[src/rtl/if_fetch_unit_pkg.sv]
// Shared definitions for the instruction fetch stage.
//   RESET_PC_DEFAULT : default fetch address after reset
//   NOP_INST         : canonical no-op (addi x0,x0,0), shown on id_inst when nothing is buffered
//   INST_W           : instruction word width
//   fetch_entry_t    : buffered FIFO entry {pc, inst}
package if_fetch_unit_pkg;

  localparam int          INST_W           = 32;
  localparam logic [31:0] RESET_PC_DEFAULT = 32'h0000_0000;
  localparam logic [31:0] NOP_INST         = 32'h0000_0013;

  typedef struct packed {
    logic [31:0]       pc;
    logic [INST_W-1:0] inst;
  } fetch_entry_t;

  localparam int ENTRY_W = $bits(fetch_entry_t);

endpackage

[src/rtl/if_fetch_unit_fetch_fifo.sv]
// fetch_fifo: small synchronous in-order FIFO.
//   clk, rst        : clock, synchronous active-high reset (empties the FIFO)
//   push, push_data : write an entry at the tail
//   pop             : retire the head entry (ignored when empty)
//   flush           : discard every entry; overrides push and pop
//   head_data       : entry at the head (valid while !empty)
//   count           : number of stored entries, 0..DEPTH
//   full, empty     : occupancy flags
// Push and pop may happen together even when full; the write slot then equals
// the slot being retired.
module fetch_fifo #(
  parameter int DEPTH = 2,
  parameter int WIDTH = 64
) (
  input  logic                     clk,
  input  logic                     rst,
  input  logic                     push,
  input  logic [WIDTH-1:0]         push_data,
  input  logic                     pop,
  input  logic                     flush,
  output logic [WIDTH-1:0]         head_data,
  output logic [$clog2(DEPTH):0]   count,
  output logic                     full,
  output logic                     empty
);

  localparam int AW = $clog2(DEPTH);

  logic [WIDTH-1:0] mem [DEPTH];
  logic [AW-1:0]    rd_ptr_reg, wr_ptr_reg;
  logic [AW:0]      count_reg;
  logic             do_push, do_pop;

  assign do_push = push & ~flush;
  assign do_pop  = pop & (count_reg != '0) & ~flush;

  always_ff @(posedge clk) begin
    if (rst || flush) begin
      rd_ptr_reg <= '0;
      wr_ptr_reg <= '0;
      count_reg  <= '0;
    end else begin
      if (do_push) wr_ptr_reg <= wr_ptr_reg + AW'(1);
      if (do_pop)  rd_ptr_reg <= rd_ptr_reg + AW'(1);
      count_reg <= count_reg + (AW+1)'(do_push) - (AW+1)'(do_pop);
    end
  end

  // Storage carries no reset; only entries below count are ever observed.
  always_ff @(posedge clk) begin
    if (do_push) mem[wr_ptr_reg] <= push_data;
  end

  assign head_data = mem[rd_ptr_reg];
  assign count     = count_reg;
  assign full      = (count_reg == (AW+1)'(DEPTH));
  assign empty     = (count_reg == '0);

  // A push into a full FIFO is only legal when the head leaves in the same cycle.
  a_no_overflow: assert property (@(posedge clk) disable iff (rst)
    !(push && !flush && full && !pop));

endmodule

[src/rtl/if_fetch_unit.sv]
// if_fetch_unit: instruction fetch stage feeding decode.
//   clk, rst                  : clock, synchronous active-high reset
//   imem_req_valid/ready/addr : word fetch request to instruction memory (addr = pc)
//   imem_rsp_valid/data       : in-order fetch responses, latency >= 1
//   redirect_valid/pc         : control-flow redirect; flushes buffered work,
//                               discards responses still in flight
//   id_valid/ready/inst/pc    : buffered instruction + PC toward decode
// Buffered entries plus outstanding fetches never exceed DEPTH, so the
// instruction FIFO cannot overflow and the PC shadow queue always holds the
// address of the next live response.
module if_fetch_unit
  import if_fetch_unit_pkg::*;
#(
  parameter logic [31:0] RESET_PC = RESET_PC_DEFAULT,
  parameter int          DEPTH    = 2
) (
  input  logic              clk,
  input  logic              rst,
  output logic              imem_req_valid,
  input  logic              imem_req_ready,
  output logic [31:0]       imem_req_addr,
  input  logic              imem_rsp_valid,
  input  logic [INST_W-1:0] imem_rsp_data,
  input  logic              redirect_valid,
  input  logic [31:0]       redirect_pc,
  output logic              id_valid,
  input  logic              id_ready,
  output logic [INST_W-1:0] id_inst,
  output logic [31:0]       id_pc
);

  localparam int CW = $clog2(DEPTH) + 1;

  logic [31:0]   pc_reg, pc_next;
  logic [CW-1:0] inflight_reg, inflight_next;
  logic [CW-1:0] drop_reg, drop_next;

  logic          pop, fire, accept_rsp, enqueue;
  logic [CW:0]   occupancy;
  logic [31:0]   redirect_aligned;

  fetch_entry_t  push_entry, head_entry;
  logic [CW-1:0] data_count;
  logic          data_full, data_empty;

  logic [31:0]   shadow_head;
  logic [CW-1:0] shadow_count;
  logic          shadow_full, shadow_empty;

  assign pop        = id_valid & id_ready;
  assign fire       = imem_req_valid & imem_req_ready;
  assign accept_rsp = imem_rsp_valid & (drop_reg == '0);
  // A redirect flushes both queues, so a same-cycle live response is lost too.
  assign enqueue    = accept_rsp & ~redirect_valid;

  assign redirect_aligned = redirect_pc & ~32'h0000_0003;

  // Slots already committed: every outstanding fetch (dropped ones included)
  // plus buffered entries, less the one decode takes this cycle.
  assign occupancy = {1'b0, inflight_reg} + {1'b0, data_count} - (CW+1)'(pop);

  assign imem_req_valid = ~rst & ~redirect_valid & (occupancy < (CW+1)'(DEPTH));
  assign imem_req_addr  = pc_reg;

  always_comb begin
    pc_next       = pc_reg;
    inflight_next = inflight_reg + CW'(fire) - CW'(imem_rsp_valid);
    drop_next     = drop_reg;
    if (fire) pc_next = pc_reg + 32'd4;
    if (imem_rsp_valid && (drop_reg != '0)) drop_next = drop_reg - CW'(1);
    if (redirect_valid) begin
      // Every fetch still outstanding after this edge belongs to the old path.
      pc_next   = redirect_aligned;
      drop_next = inflight_reg - CW'(imem_rsp_valid);
    end
  end

  always_ff @(posedge clk) begin
    if (rst) begin
      pc_reg       <= RESET_PC;
      inflight_reg <= '0;
      drop_reg     <= '0;
    end else begin
      pc_reg       <= pc_next;
      inflight_reg <= inflight_next;
      drop_reg     <= drop_next;
    end
  end

  // PCs of live outstanding fetches, oldest first. Dropped responses were
  // flushed from here at redirect time, so they do not pop it.
  fetch_fifo #(
    .DEPTH (DEPTH),
    .WIDTH (32)
  ) u_pc_shadow (
    .clk       (clk),
    .rst       (rst),
    .push      (fire),
    .push_data (pc_reg),
    .pop       (enqueue),
    .flush     (redirect_valid),
    .head_data (shadow_head),
    .count     (shadow_count),
    .full      (shadow_full),
    .empty     (shadow_empty)
  );

  assign push_entry.pc   = shadow_head;
  assign push_entry.inst = imem_rsp_data;

  fetch_fifo #(
    .DEPTH (DEPTH),
    .WIDTH (ENTRY_W)
  ) u_inst_fifo (
    .clk       (clk),
    .rst       (rst),
    .push      (enqueue),
    .push_data (push_entry),
    .pop       (pop),
    .flush     (redirect_valid),
    .head_data (head_entry),
    .count     (data_count),
    .full      (data_full),
    .empty     (data_empty)
  );

  assign id_valid = ~data_empty;
  assign id_inst  = data_empty ? NOP_INST : head_entry.inst;
  assign id_pc    = head_entry.pc;

  a_shadow_has_pc: assert property (@(posedge clk) disable iff (rst)
    !(enqueue && shadow_empty));
  a_shadow_bound: assert property (@(posedge clk) disable iff (rst)
    shadow_count <= inflight_reg);
  a_no_fetch_when_full: assert property (@(posedge clk) disable iff (rst)
    !(fire && shadow_full));
  a_inst_no_overflow: assert property (@(posedge clk) disable iff (rst)
    !(enqueue && data_full && !pop));

endmodule

[config.mk]
export PLATFORM = sky130hd
export DESIGN_NAME = if_fetch_unit
export DESIGN_NICKNAME = d
export VERILOG_FILES = /design/src/rtl/if_fetch_unit_pkg.sv /design/src/rtl/if_fetch_unit_fetch_fifo.sv /design/src/rtl/if_fetch_unit.sv
export SDC_FILE = /design/constraint.sdc
export NUM_CORES = 1
export LEC_CHECK = 0
export CORE_UTILIZATION = 54
export CTS_BUF_LIST = sky130_fd_sc_hd__clkbuf_2 sky130_fd_sc_hd__clkbuf_4 sky130_fd_sc_hd__clkbuf_8
export CTS_CLUSTER_SIZE = 40
export DETAILED_ROUTE_END_ITERATION = 8
export PLACE_DENSITY = 0.82
export SLEW_MARGIN = 0
export SYNTH_ARGS = -nofsm -noshare
export SYNTH_HDL_FRONTEND = slang
export SYNTH_SLANG_ARGS = --single-unit
export TNS_END_PERCENT = 100
[constraint.sdc]
create_clock -name clk -period 6.1 [get_ports clk]
set_input_delay 1.22 -clock clk [delete_from_list [all_inputs] [get_ports clk]]
set_output_delay 1.22 -clock clk [all_outputs]
set_load 0.02 [all_outputs]
## After elaboration in Yosys (flattened, before gate mapping)

Memories as Yosys holds them, arrays and structs flattened. A register that Yosys moved wholly into a read port is not among the register bits.
Cells that the tools add are included.

- Bits in registers: 44
- Memory bits (writable): 192
- Input bits: 70
- Output and inout port bits: 98
- Logic and storage cells: 66
- Memories kept: 2

Memory list:

| memory | depth | width | rd ports | clocked after Yosys merged registers in | wr ports | line | RTL |
|---|---|---|---|---|---|---|---|
| u_inst_fifo.mem | 2 | 64 | 1 | 1 | 1 | if_fetch_unit_fetch_fifo.sv:29 | `logic [WIDTH-1:0] mem [DEPTH];` |
| u_pc_shadow.mem | 2 | 32 | 1 | 1 | 1 | if_fetch_unit_fetch_fifo.sv:29 |  |

- $add $sub $neg: 15
- $lt $le $gt $ge: 1
- Mux-type cells: 13
- Bitwise logic cells: 15
- Reductions and logical operators: 10

Operator list:

| kind | count |
|---|---|
| $mux W32 | 3 |
| $add A32 B3 Y32 const B | 1 |
| $and A1 B1 Y1 | 12 |
| $reduce_bool A2 Y1 | 5 |
| $mux W1 | 8 |
| $sub A2 B1 Y2 | 4 |
| $add A2 B1 Y2 | 3 |
| $add A1 B1 Y1 const B | 4 |
| $logic_not A2 Y1 | 2 |
| $mux W2 | 2 |
| $add A2 B2 Y3 | 1 |
| $lt A3 B2 Y1 const B | 1 |
| $not A1 Y1 | 3 |
| $sub A3 B1 Y3 | 1 |
| $reduce_or A2 Y1 | 1 |
| $sub A2 B1 Y2 const B | 1 |
| $logic_and A1 B1 Y1 | 1 |
| $logic_or A1 B1 Y1 | 1 |

## Depth between registers and ports, before layout

- Word-level depth: 10
- Gate-level depth with buffers: 16
- Gate-level depth less buffers: 15

## By module

Synthesis repeated with hierarchy kept, for this count alone.

- Cell total of the unflattened synthesis: 652
- Area total of the unflattened synthesis: 9821.9 um2

Modules (own cells, without submodules):

| module | times used | cells an instance | area an instance (um2) | seq. area each (um2) |
|---|---|---|---|---|
| fetch_fifo at u_inst_fifo | 1 | 224 | 4897.2 | 3943.8 |
| fetch_fifo at u_pc_shadow | 1 | 125 | 2582.5 | 2021.9 |
| if_fetch_unit | 1 | 303 | 2342.2 | 680.7 |

## Least setup slack after synthesis

No wires, ideal clock.

- Path kind: input to register
- Start point: in redirect_valid
- End point: mem u_inst_fifo.mem[0][0], enable pin
- Setup time: 482 ps
- Data arrival time: 4270 ps
- Data required time: 5618 ps
- Setup slack: 1348 ps
- Stages: 4
- Path buffers: 1
- Cell sequence: clkbuf_1 > clkinv_1 > nand3_1 > nor2_1

- Longest elaborated chain between the ends: 5

Ends and longest elaborated chain:

| what | line | RTL |
|---|---|---|
| start: declaration | if_fetch_unit.sv:24 | `input logic redirect_valid,` |
| $not A1 Y1 (*) | if_fetch_unit_fetch_fifo.sv:34, if_fetch_unit.sv:54 |  |
| $and A1 B1 Y1 | if_fetch_unit.sv:54 | `assign enqueue = accept_rsp & ~redirect_valid;` |
| $and A1 B1 Y1 (*) | if_fetch_unit_fetch_fifo.sv:34 | `assign do_push = push & ~flush;` |
| $mux W1 (*) | if_fetch_unit_fetch_fifo.sv:51 | `if (do_push) mem[wr_ptr_reg] <= push_data;` |
| $mux W1 (implied by the code) (*) | if_fetch_unit_fetch_fifo.sv:51 |  |
| end: declaration | if_fetch_unit_fetch_fifo.sv:29 |  |

Mark *: on every way between the ends. The rest lies on a longest branch, timed or not.

## Final worst setup path

- Start point: in id_ready
- End point: out imem_req_valid

- Longest elaborated chain between the ends: 4

Ends and longest elaborated chain:

| what | line | RTL |
|---|---|---|
| start: declaration | if_fetch_unit.sv:27 | `input logic id_ready,` |
| $and A1 B1 Y1 | if_fetch_unit.sv:50 | `assign pop = id_valid & id_ready;` |
| $sub A3 B1 Y3 | if_fetch_unit.sv:60 | `assign occupancy = {1'b0, inflight_reg} + {1'b0, data_count} - (CW+1)'(pop);` |
| $lt A3 B2 Y1 | if_fetch_unit.sv:62 | `assign imem_req_valid = ~rst & ~redirect_valid & (occupancy < (CW+1)'(DEPTH));` |
| $and A1 B1 Y1 | if_fetch_unit.sv:62 |  |
| end: declaration | if_fetch_unit.sv:19 | `output logic imem_req_valid,` |

Every way passes these cells.

==> implementation parameters <==
Parameter                              Value

Outcome
  Status    completed

Layout
  Growth of design area from synthesis to finish    27.3%
  Final Instance Area    11,900 sq um
  Utilization after layout    0.711
  Most common cell after layout, fill and taps aside    edfxtp_1
  Proportion of layout cells with a drive suffix above 1    0.169
  Number of nets in the final layout    904
  Antenna diode count    0
  Commonest non-fill, non-tap cells in the layout    184 x edfxtp_1, 161 x clkdlybuf4s50_1, 64 x nor2_1
  Register ranked first by flip-flop count    u_inst_fifo.mem
  Flip-flop count of the largest register, all copies and words added    124
  Fillers    1,088

Timing
  Worst Skew    0.0149 ns
  Transition time at the pin with the least slew margin    1.01 ns
  Minimum hold slack    0.524 ns
  Achievable Freq    approximately 190 MHz
  Post-layout min period    5.17 ns
  Final setup violation count    0
  Final Max Slew Viols    0
  Setup TNS    0 ns
  Final hold violations    0
  Final period utilization    0.847
  Worst slew margin relative to its limit    0.324
  RSZ-0062 raised after global routing    false

Route
  First-pass iteration count of the detailed router    5
  WL/cell    18.2 um
  Post-DRT Antenna Nets    0
  Via/cell ratio    roughly 5.5
  Routed wire length    19.5 mm
  DRC violations left    0
  Number of vias in the routed layout    around 5,900
  Iteration-0 DRC count of the detailed router    302

Power and ir drop
  Comb power frac    0.113
  Fraction of power spent switching nets    0.236
  Ratio of total power to cell area    292 nW/um^2
  Power Internal    0.00265 W
  Share of power burned in registers    0.521
  Total net switching power    0.000817 W
  Part of the total power dissipated in the clock network    0.367
  Leak pwr    4.05 nW
  Maximum resistive drop on vdd    0.197 mV

Logic synthesis
  Post-synthesis cell area    just over 9000 sq um
  Syn Inst Count    about 650
  Yosys top cell by area    edfxtp_1
  Number of synthesized flops with an enable pin    184
  Top-area cell type share of the netlist area    0.593
  Count of state elements after synthesis    228
  Mean cell area of the mapped netlist    roughly 14 sq um
  Main flop type after synthesis    edfxtp_1
  Share of async-settable or async-resettable flops after synthesis    0
  Sequential-to-total area share from yosys stat    0.687
  Netlist cell types    50
  Biggest area contributors in the synthesized netlist    edfxtp_1 59%, dfxtp_1 9.4%, mux2_2 7.4%
  Count of synthesis-stage warnings from yosys    0

Clocking
  Clock edge transition at the registers on the reported setup and hold paths    ~0.06 ns
  Post-CTS Hold Fix Bufs    0
  Total CTS buffers    36
  Post-CTS Setup Inserts    0
  # resized after CTS    0
  CTS tree    yes
  CTS H-tree depth    2
  Clk buf depth    3
  Skew-Pair Late Insertion Delay    0.51 ns
  CTS Sinks    228
  Buffer cell driving the clock tree root    clkbuf_8

Global route
  Maximum number of pins on one net before global-route repair    63
  Initial antenna violation count    0
  Overflow after GRT    0
  Number of global-route vias before repair    ~5,900
  Wire length of the first global-routing pass    30.7 mm
  GRT Resource Usage Total    0.224

Floorplan
  Vertical extent of the die    between 100 and 150 um
  Number of ports placed on the die boundary    168
  Horiz. Die Dim    around 130 um
  Area of the die    17,800 sq um
  Initial Utilization    0.558
  Total number of placement rows    47
  Core area    16,700 sq um

Place
  Placer congestion estimate    0.842
  Detailed placer's ending HPWL    between 10 and 15 mm
  Port-buffer cells    161
  Standard cell area after detailed placement    between 10,000 and 15,000 sq um

Worst setup path
  Data arrival at the endpoint of the critical path    approximately 4 ns
  Crit path cell chain    clkdlybuf4s50_1, nand2_1, inv_1, ha_1, nand2b_1, fa_1, xor2_1, and3_1, clkdlybuf4s50_1
  Element type at the critical path end    output pin
  Critical path peak fanout    5
  Dominant delay contributor by cell family on the critical path    buffers and inverters
  Combined buffer and inverter count along the critical path    3
  CP peak stage delay    about 0.63 ns
  CP Data Required Time    4.88 ns
  Master of the slowest instance on the critical path    clkdlybuf4s50_1
  Most Frequent Cell on Critical Path    clkdlybuf4s50_1
  Crit Path Category    in2out
  Kind of start point of the critical path    primary input

Hold path
  Path class of the lowest-slack min-delay path    reg2reg

Job
  Max capacitance violation total    0
power groups by stage:
stage / registers, W / clock network, W / logic, W
CTS: 0.00180 / 0.00130 / 0.000393
floorplan: 0.00184 / 0 / 0.000210
global route: 0.00181 / 0.00136 / 0.000420
detailed placement: 0.00184 / 0 / 0.000390
finish: 0.00180 / 0.00127 / 0.000391
global placement: 0.00183 / 0 / 0.000373
worst paths after layout:
| kind | start | end | slack [ns] | cells after the start |
|---|---|---|---|---|
| max | id_ready | imem_req_valid | 0.93 | 9 |
| min | u_inst_fifo.rd_ptr_reg | u_inst_fifo.rd_ptr_reg | 0.52 | 2 |
| min reg2reg | u_inst_fifo.rd_ptr_reg | u_inst_fifo.rd_ptr_reg | 0.52 | 2 |
| max reg2reg | u_inst_fifo.count[1] | u_pc_shadow.mem[0][27] | 2.03 | 13 |
synth_stat cells, types with 2 or more instances:
cell / instances
clkbuf_1: 20
or3_1: 2
xor2_1: 14
a31oi_1: 4
mux2i_1: 35
nand2_1: 22
a311oi_1: 3
dfxtp_1: 44
nand2b_1: 3
xnor2_1: 18
a21oi_1: 16
and2_1: 4
nand3_1: 16
o21ai_0: 4
nor2_1: 67
a211oi_1: 8
o21a_1: 7
inv_1: 25
buf_6: 3
nor3b_1: 5
mux2_2: 61
buf_1: 4
nand4_1: 12
and3_1: 6
and4_1: 3
ha_1: 10
buf_2: 3
nor2b_1: 4
and4b_1: 2
nor4_1: 5
buf_4: 4
a221oi_1: 3
nor3_1: 6
edfxtp_1: 184
o22ai_1: 4
through the flow:
stage	total power, W	std cells	setup slack (ns)
after floorplan	0.00205	649	1.35
after global placement	0.00220	1005	1.06
after detailed placement	0.00223	1005	0.991
after CTS	0.00349	1071	0.963
after global routing	0.00359	1071	0.847
final	0.00347	1071	0.935
layout make-up:
class | instances | area (sq um) | area share
Sequential cell | 228 | 6410 | 0.540
Inverter | 27 | 101 | 0.00854
Timing Repair Buffer | 171 | 1690 | 0.142
Multi-Input combinational cell | 359 | 2670 | 0.225
Clock buffer | 57 | 684 | 0.0577
Tap cell | 220 | 275 | 0.0232
Clock inverter | 9 | 45.0 | 0.00379
cell families after synthesis:
| group | synth area share |
|---|---|
| simple gates | 0.0895 |
| buf+inv | 0.0295 |
| compound gates | 0.0366 |
| other cells | 0.000402 |
| mux | 0.111 |
| xor+xnor | 0.0301 |
| fa+ha+maj | 0.0156 |
| flops | 0.687 |
layer usage:
| metal | GRT usage | up-vias | share of wire |
|---|---|---|---|
| met5 | 0 | - | 0 |
| met4 | 0.0941 | 0 | 0.031 |
| met3 | 0.0506 | 46 | 0.071 |
| met2 | 0.373 | 254 | 0.48 |
| met1 | 0.283 | 2827 | 0.41 |
| li1 | - | 2733 | - |
worst min-delay path, stage by stage, from the launching register on:
cell and delay, ns:
dfxtp_1 0.33, xor2_1 0.09, nor2_1 0.08
Note: power is estimated with default switching activity, not from simulation.
